**src/rtl/id_ctrl_stage.sv**
```systemverilog
// ID stage: full-instruction control decode registered behind valid/ready, load-use bubbles, flush, stall counter.
// Latency 1 cycle; holds its output under out_ready=0; SCPU_RV32M_EN adds the MUL/DIV R-type class (aluop 4'b1000).
module id_ctrl_stage #(
  parameter int XLEN  = 32,
`ifdef SCPU_RV32M_EN
  parameter int ALUOP_W = 4,
`else
  parameter int ALUOP_W = 3,
`endif
  parameter int CNT_W = 16
) (
  input  logic               clk,
  input  logic               rst_n,
  input  logic               in_valid,
  output logic               in_ready,
  input  logic [31:0]        in_instr,
  input  logic [XLEN-1:0]    in_pc,
  input  logic               flush,
  output logic               out_valid,
  input  logic               out_ready,
  output logic               out_branch,
  output logic               out_mem_read,
  output logic               out_mem2reg,
  output logic               out_mem_write,
  output logic               out_alu_src,
  output logic               out_reg_write,
  output logic [ALUOP_W-1:0] out_aluop,
  output logic [4:0]         out_rs1,
  output logic [4:0]         out_rs2,
  output logic [4:0]         out_rd,
  output logic [XLEN-1:0]    out_pc,
  output logic               out_illegal,
  output logic [CNT_W-1:0]   stall_cnt
);

  localparam logic [6:0] OP_R     = 7'b0110011;
  localparam logic [6:0] OP_LUI   = 7'b0110111;
  localparam logic [6:0] OP_AUIPC = 7'b0010111;
  localparam logic [6:0] OP_LD    = 7'b0000011;
  localparam logic [6:0] OP_I     = 7'b0010011;
  localparam logic [6:0] OP_S     = 7'b0100011;
  localparam logic [6:0] OP_SB    = 7'b1100011;
  localparam logic [6:0] OP_JALR  = 7'b1100111;
  localparam logic [6:0] OP_JAL   = 7'b1101111;
  localparam logic [6:0] F7_MULDIV = 7'b0000001;

  logic [6:0] opcode;
  logic [6:0] funct7;
  logic [4:0] rs1, rs2, rd;
  logic       unused_funct3;

  assign opcode = in_instr[6:0];
  assign funct7 = in_instr[31:25];
  assign rs1    = in_instr[19:15];
  assign rs2    = in_instr[24:20];
  assign rd     = in_instr[11:7];
  assign unused_funct3 = ^in_instr[14:12];

  logic               d_branch, d_mem_read, d_mem2reg, d_mem_write, d_alu_src, d_reg_write;
  logic               d_illegal, rs1_used, rs2_used;
  logic [ALUOP_W-1:0] d_aluop;

  always_comb begin
    d_branch    = 1'b0;
    d_mem_read  = 1'b0;
    d_mem2reg   = 1'b0;
    d_mem_write = 1'b0;
    d_alu_src   = 1'b0;
    d_reg_write = 1'b0;
    d_aluop     = '0;
    d_illegal   = 1'b0;
    rs1_used    = 1'b0;
    rs2_used    = 1'b0;
    case (opcode)
      OP_R: begin
`ifdef SCPU_RV32M_EN
        d_reg_write = 1'b1;
        rs1_used    = 1'b1;
        rs2_used    = 1'b1;
        d_aluop     = (funct7 == F7_MULDIV) ? ALUOP_W'(4'b1000) : ALUOP_W'(3'b010);
`else
        if (funct7 == F7_MULDIV) begin
          d_illegal = 1'b1;
        end else begin
          d_reg_write = 1'b1;
          rs1_used    = 1'b1;
          rs2_used    = 1'b1;
          d_aluop     = ALUOP_W'(3'b010);
        end
`endif
      end
      OP_LUI: begin
        d_aluop = ALUOP_W'(3'b100); d_alu_src = 1'b1; d_reg_write = 1'b1;
      end
      OP_AUIPC: begin
        d_aluop = ALUOP_W'(3'b101); d_alu_src = 1'b1; d_reg_write = 1'b1;
      end
      OP_LD: begin
        d_mem_read = 1'b1; d_mem2reg = 1'b1; d_alu_src = 1'b1; d_reg_write = 1'b1;
        rs1_used = 1'b1;
      end
      OP_I: begin
        d_aluop = ALUOP_W'(3'b011); d_alu_src = 1'b1; d_reg_write = 1'b1;
        rs1_used = 1'b1;
      end
      OP_S: begin
        d_mem_write = 1'b1; d_alu_src = 1'b1;
        rs1_used = 1'b1; rs2_used = 1'b1;
      end
      OP_SB: begin
        d_branch = 1'b1; d_aluop = ALUOP_W'(3'b001);
        rs1_used = 1'b1; rs2_used = 1'b1;
      end
      OP_JALR: begin
        d_branch = 1'b1; d_aluop = ALUOP_W'(3'b110); d_reg_write = 1'b1;
        rs1_used = 1'b1;
      end
      OP_JAL: begin
        d_branch = 1'b1; d_aluop = ALUOP_W'(3'b111); d_reg_write = 1'b1;
      end
      default: d_illegal = 1'b1;
    endcase
  end

  // Tracks a load that has left this stage into EX, for the load-use check.
  logic       ex_ld_vld;
  logic [4:0] ex_ld_rd;
  logic       hazard, capture;

  assign hazard   = ex_ld_vld & in_valid &
                    ((rs1_used & (rs1 == ex_ld_rd)) | (rs2_used & (rs2 == ex_ld_rd)));
  assign in_ready = ~flush & ~hazard & (~out_valid | out_ready);
  assign capture  = in_valid & in_ready;

  always_ff @(posedge clk or negedge rst_n) begin
    if (!rst_n) begin
      out_valid     <= 1'b0;
      out_branch    <= 1'b0;
      out_mem_read  <= 1'b0;
      out_mem2reg   <= 1'b0;
      out_mem_write <= 1'b0;
      out_alu_src   <= 1'b0;
      out_reg_write <= 1'b0;
      out_aluop     <= '0;
      out_rs1       <= '0;
      out_rs2       <= '0;
      out_rd        <= '0;
      out_pc        <= '0;
      out_illegal   <= 1'b0;
      stall_cnt     <= '0;
      ex_ld_vld     <= 1'b0;
      ex_ld_rd      <= '0;
    end else if (flush) begin
      out_valid <= 1'b0;
      ex_ld_vld <= 1'b0;
    end else begin
      if (out_ready) begin
        ex_ld_vld <= out_valid & out_mem_read & (out_rd != 5'd0);
        ex_ld_rd  <= out_rd;
      end
      if (capture) begin
        out_valid     <= 1'b1;
        out_branch    <= d_branch;
        out_mem_read  <= d_mem_read;
        out_mem2reg   <= d_mem2reg;
        out_mem_write <= d_mem_write;
        out_alu_src   <= d_alu_src;
        out_reg_write <= d_reg_write;
        out_aluop     <= d_aluop;
        out_rs1       <= rs1;
        out_rs2       <= rs2;
        out_rd        <= rd;
        out_pc        <= in_pc;
        out_illegal   <= d_illegal;
      end else if (out_ready) begin
        out_valid <= 1'b0;
      end
      if (hazard && (stall_cnt != '1)) begin
        stall_cnt <= stall_cnt + CNT_W'(1);
      end
    end
  end

endmodule

```
**config.mk**
```make
export PLATFORM = sky130hd
export DESIGN_NAME = id_ctrl_stage
export DESIGN_NICKNAME = d
export VERILOG_FILES = /design/src/rtl/id_ctrl_stage.sv
export SDC_FILE = /design/constraint.sdc
export NUM_CORES = 1
export LEC_CHECK = 0
export CORE_ASPECT_RATIO = 0.5
export CORE_MARGIN = 2
export CORE_UTILIZATION = 49
export CTS_BUF_LIST = sky130_fd_sc_hd__clkbuf_4
export CTS_CLUSTER_DIAMETER = 80
export CTS_CLUSTER_SIZE = 16
export DETAILED_ROUTE_END_ITERATION = 8
export GPL_TIMING_DRIVEN = 0
export PLACE_DENSITY = 0.87
export SLEW_MARGIN = 5
export SYNTH_ARGS = -nofsm -noshare
export SYNTH_HDL_FRONTEND = slang
export SYNTH_SLANG_ARGS = --single-unit
```
**constraint.sdc**
```tcl
create_clock -name clk -period 4.6 [get_ports clk]
set_input_delay 0.92 -clock clk [delete_from_list [all_inputs] [get_ports clk]]
set_output_delay 0.92 -clock clk [all_outputs]
set_load 0.02 [all_outputs]
```
# Word level (Yosys, flattened, before mapping)

Cells that the tools add are included.

Logic and storage cells: 73
Register bits after elaboration: 79
Input port bits: 69
Output and inout bits: 75

Multiplexer cells: 17
Add/sub/neg operators: 1
Bitwise gates (word level): 14
Equality and inequality tests: 13
Reductions and logical operators: 13

Operators with widths:

| kind                                          | number |
|---|---|
| == test 7 x 6 -> 1 bit, second input constant | 3 |
| == test 7 bit, second input constant          | 3 |
| one-hot mux 3 bit (7 select lines)            | 1 |
| adder 16 x 1 -> 16 bit, second input constant | 1 |
| inequality test 16 bit, second input constant | 1 |
| == test 7 x 5 -> 1 bit, second input constant | 2 |
| two-way mux 1 bit                             | 11 |
| == test 5 bit                                 | 2 |
| OR reduction 5 bit                            | 2 |
| bitwise AND 1 bit                             | 9 |
| one-hot mux 1 bit (2 select lines)            | 4 |
| OR reduction 8 bit                            | 1 |
| == test 7 x 1 -> 1 bit, second input constant | 1 |
| == test 7 x 2 -> 1 bit, second input constant | 1 |
| AND reduction 2 bit                           | 3 |
| OR reduction 6 bit                            | 1 |
| nonzero test 5 bit                            | 1 |
| NOT 1 bit                                     | 3 |
| nonzero test 3 bit                            | 1 |
| OR reduction 3 bit                            | 1 |
| two-way mux 2 bit                             | 1 |
| bitwise OR 1 bit                              | 2 |
| nonzero test 2 bit                            | 1 |
| OR reduction 2 bit                            | 1 |
| logical AND 1 bit                             | 1 |

# Logic depth before layout (Yosys ltp)

Depth in word-level cells: 12
Depth in mapped cells: 7
Depth with buffers taken out: 7

# Worst setup path after synthesis

No wires, ideal clock.

Kind: input-to-output
From: in in_instr[27]
To: out in_ready
Arrival time: 2.372 ns
Stages on the path: 6
Setup slack: 1.308 ns
Required time: 3.680 ns
Buffers on the path: 1
Cell sequence: nor4_1 nand3_1 a21oi_1 o22ai_4 buf_2 nor3_1

Longest elaborated chain between the ends: 9
Elaborated cells between the ends (all ways): 11
Classes of those cells: 1 x eq/ne; 3 x mux; 7 x bitwise

Ends and longest elaborated chain:

| item                               | line | RTL |
|---|---|---|
| start, declared                    | 16   | `input logic [31:0] in_instr,` |
| == test 7 x 1 -> 1 bit *           | 82   | `if (funct7 == F7_MULDIV) begin` |
| two-way mux 1 bit *                | 82   |  |
| one-hot mux 1 bit (2 select lines) | 74   | `case (opcode)` |
| bitwise AND 1 bit                  | 131  | `((rs1_used & (rs1 == ex_ld_rd)) \| (rs2_used & (rs2 == ex_ld_rd)));` |
| bitwise OR 1 bit *                 | 131  |  |
| bitwise AND 1 bit *                | 130  | `assign hazard = ex_ld_vld & in_valid &` |
| NOT 1 bit *                        | 132  | `assign in_ready = ~flush & ~hazard & (~out_valid \| out_ready);` |
| bitwise AND 1 bit * (2 in series)  | 132  |  |
| end, declared                      | 15   | `output logic in_ready,` |

Every way passes the cells marked *; elsewhere a longest branch is shown, timed or not.

# Final worst setup path

Same ends and word-level chain as after synthesis.

==> flow_metrics.env <==
export IMPL_status="completed"
export IMPL_rsz0062_at_grt="false"
export IMPL_start_util_pct=50.5
export IMPL_place_area_um2=5220
export IMPL_worst_path_largest_cell_delay_ns=0.65
export IMPL_grt_max_degree=66
export IMPL_core_um2=7320
export IMPL_grt_overflow_total=0
export IMPL_ys_seq_area_share_pct=53.4
export IMPL_place_inst=507
export IMPL_postCtsHoldBufs=0
export IMPL_setup_viol=0
export IMPL_row_count=22
export IMPL_numCtsBuffers=9
export IMPL_antenna_found_initial=0
export IMPL_clockBufferDepth=2
export IMPL_wl_um=9450
export IMPL_slowest_stage="clkdlybuf4s50_1"
export IMPL_skew_ns=0.0121
export IMPL_diodes=0
export IMPL_die_x_um=127
export IMPL_nNetsFinal=492
export IMPL_avgSynthCellArea_um2=13.6
export IMPL_syn_cell_area_um2=3700
export IMPL_grt_usage_pct=23.7
export IMPL_worstSetupEndpointType="primary output"
export IMPL_drive_gt1_share_pct=20.0
export IMPL_total_leakage_power_nw=2.26
export IMPL_cp_required_ns=3.68
export IMPL_worstSetupStartpointType="primary input"
export IMPL_critPathBufInv=3
export IMPL_cts_resized_gates=0
export IMPL_hold_class="primary input to asynchronous set/reset pin"
export IMPL_synth_warnings=0
export IMPL_maxSlewHeadroom_pct=61.3
export IMPL_fillCellCount=474
export IMPL_post_cts_buffers=0
export IMPL_fin_tns_setup_ns=0
export IMPL_cap_viol_max_count=0
export IMPL_num_vias=2797
export IMPL_synth_cell_types=35
export IMPL_grt_pass1_vias=3022
export IMPL_path_cells="clkdlybuf4s50_1, nor4_1, nand3_1, a21oi_1, o22ai_4, buf_2, nor3_1, clkdlybuf4s50_1"
export IMPL_grt_pass1_wl_um=15000
export IMPL_ir_drop_v=0.000227
export IMPL_die_y_um=65.4
export IMPL_port_buffers=137
export IMPL_hold_viol_final=0
export IMPL_drt_vias_per_instance=5.36
export IMPL_drc_errors=0
export IMPL_synth_seq_cells=79
export IMPL_total_power_mw=1.74
export IMPL_ant_nets=0
export IMPL_critical_path_class="primary input to primary output"
export IMPL_postLayoutCellArea_um2=5320
export IMPL_htree_num_levels=3
export IMPL_fin_crit_sh_pct=93.0
export IMPL_netlist_instances=273
export IMPL_cp_arrival_ns=3.36
export IMPL_drt_iter0_drc=205
export IMPL_clk_latency_ns=0.45
export IMPL_synth_nets=343
export IMPL_clock_sinks=79
export IMPL_cts_root_buf="clkbuf_4"
export IMPL_multi_input_area_um2=1610
export IMPL_fmax_mhz=234
export IMPL_dp_final_hpwl_um=7120
export IMPL_worstMarginPinSlew_ns=0.575
export IMPL_io_pins=144
export IMPL_path_clk_slew_ns=0.11
export IMPL_register_area_um2=1980
export IMPL_gp_congestion=0.882
export IMPL_crit_fanout=10
export IMPL_crit_top_cell="clkdlybuf4s50_1"
export IMPL_wl_per_cell_um=18.1
export IMPL_final_max_slew_viol_count=0
export IMPL_fin_util_pct=72.7
export IMPL_instances_no_fill=522
export IMPL_cts_tree="built"
export IMPL_dieArea_um2=8300
export IMPL_dr_pass1_iters=4
export IMPL_finalCriticalPeriod_ns=4.28
export IMPL_r2r_slack_ns=2.36
export IMPL_area_delta_synth_final_pct=43.9
export IMPL_cp_top_family="buffers and inverters"
export IMPL_p_per_area_nw_per_um2=328
==> through the flow <==
stage          setup WS (ns)  hold slack, ns
6_report               0.324           0.326
5_1_grt                0.188           0.298
4_1_cts                0.354           0.298
3_5_place_dp           0.365           0.494
3_3_place_gp          0.0528           0.485
2_1_floorplan           1.31           0.504
==> per-layer routing <==
layer / vias up / share of wire [%] / GRT usage, %
met5: - / 0 / 0
met4: 0 / 1.4 / 6.73
met3: 16 / 5.5 / 6.76
met2: 103 / 52 / 42.6
met1: 1411 / 41 / 28.2
li1: 1267 / - / -
==> final timing paths <==
| path | cells past startpoint | to | start |
|---|---|---|---|
| min in group clk | 1 | stall_cnt[6] | stall_cnt[6] |
| worst max-delay path | 8 | in_ready | in_instr[27] |
| worst max register to register | 6 | stall_cnt[1] | stall_cnt[3] |
| worst min register to register | 1 | stall_cnt[6] | stall_cnt[6] |
| worst min-delay path | 1 | out_pc[0] | rst_n |
| max in group asynchronous | 2 | out_rd[0] | rst_n |
==> state kept, by name, summed over array words and instances (netlist names) <==
| name | flops |
|---|---|
| ex_ld_vld | 1 |
| out_aluop | 3 |
| out_valid | 1 |
| out_reg_write | 1 |
| out_alu_src | 1 |
| out_branch | 1 |
| out_mem2reg | 1 |
| out_rs2 | 5 |
| out_pc | 32 |
| ex_ld_rd | 5 |
| stall_cnt | 16 |
| out_mem_write | 1 |
| out_illegal | 1 |
| out_rs1 | 5 |
| out_rd | 5 |
==> cell usage after synthesis <==
cell type  count  share of area (%)
nand4b_1       1               0.24
nand2_1       11                1.1
mux2_2        10                3.0
dfrtp_1       79                 53
or4_1          1               0.20
nor2b_1        2               0.34
nand3_1        8                1.1
inv_1          7               0.71
buf_4          1               0.20
a21oi_1        6               0.81
and2_1         1               0.17
nor3_1         5               0.68
buf_6          5                1.5
o41ai_1        3               0.71
and3_1         6                1.0
nor2_8         1               0.54
mux2i_1        1               0.27
nor2_1        12                1.2
ha_1           1               0.34
xnor2_1       21                5.0
nor4_1         3               0.51
mux2_4        48                 19
xor2_1         5                1.2
o2111ai_2      1               0.41
a21o_1         1               0.20
o2111ai_1      1               0.24
clkbuf_1       4               0.41
buf_2          2               0.27
nand4_1       13                2.2
a211oi_1       1               0.20
o22ai_4        1               0.54
o21ai_0        7               0.95
nor3b_1        2               0.41
nand3b_1       1               0.20
o21bai_1       1               0.20
==> cell families (layout without fill, tap and decap cells) <==
logic type,after synthesis,in the layout,share of synthesized area (%)
flip-flops,79,79,53.4
AND/OR/NAND/NOR,67,67,9.91
multiplexers,59,59,22.8
XOR/XNOR,26,26,6.15
AO/OA/AOI/OAI,22,22,4.26
buffers and inverters,19,172,3.11
adder cells (fa/ha/maj),1,1,0.338
==> worst reg2reg max path: stages, from the launching register on <==
cell and delay [ns]:
dfrtp_1 0.46, nand4_1 0.18, nor3_1 0.43, nand4_1 0.22
clkbuf_1 0.29, nand3_1 0.21, mux2_2 0.35
==> layout make-up <==
type	count	share of cell area (%)
clock inverter	4	0.447
multi-input combinational	175	30.2
timing repair buffer	138	26.2
tap	96	2.26
clock buffer	11	1.55
inverter	7	0.494
sequential	79	37.1
buffer	12	1.67
==> placed cells by master (no fill, tap or decap), types with 2 or more instances in the layout <==
cell type | synthesis | routed
nor2_1 | 12 | 12
nand4_1 | 13 | 13
mux2_4 | 48 | 48
xnor2_1 | 21 | 21
buf_2 | 2 | 2
buf_6 | 5 | 5
buf_4 | 1 | 2
clkbuf_4 | 0 | 11
clkinvlp_4 | 0 | 2
clkbuf_1 | 4 | 4
and3_1 | 6 | 6
inv_1 | 7 | 7
o21ai_0 | 7 | 7
clkdlybuf4s50_1 | 0 | 136
nor3b_1 | 2 | 2
dfrtp_1 | 79 | 79
o41ai_1 | 3 | 3
mux2_2 | 10 | 10
nor4_1 | 3 | 3
nor2b_1 | 2 | 2
nor3_1 | 5 | 5
nand2_1 | 11 | 11
nand3_1 | 8 | 8
xor2_1 | 5 | 5
a21oi_1 | 6 | 6
==> power breakdown <==
part / leakage (nW) / internal, mW / switching, mW
Sequential: 0.982 / 0.782 / 0.0645
Clock: 0.0564 / 0.118 / 0.241
Combinational: 1.22 / 0.313 / 0.227
Power figures use the tool's default switching activity.
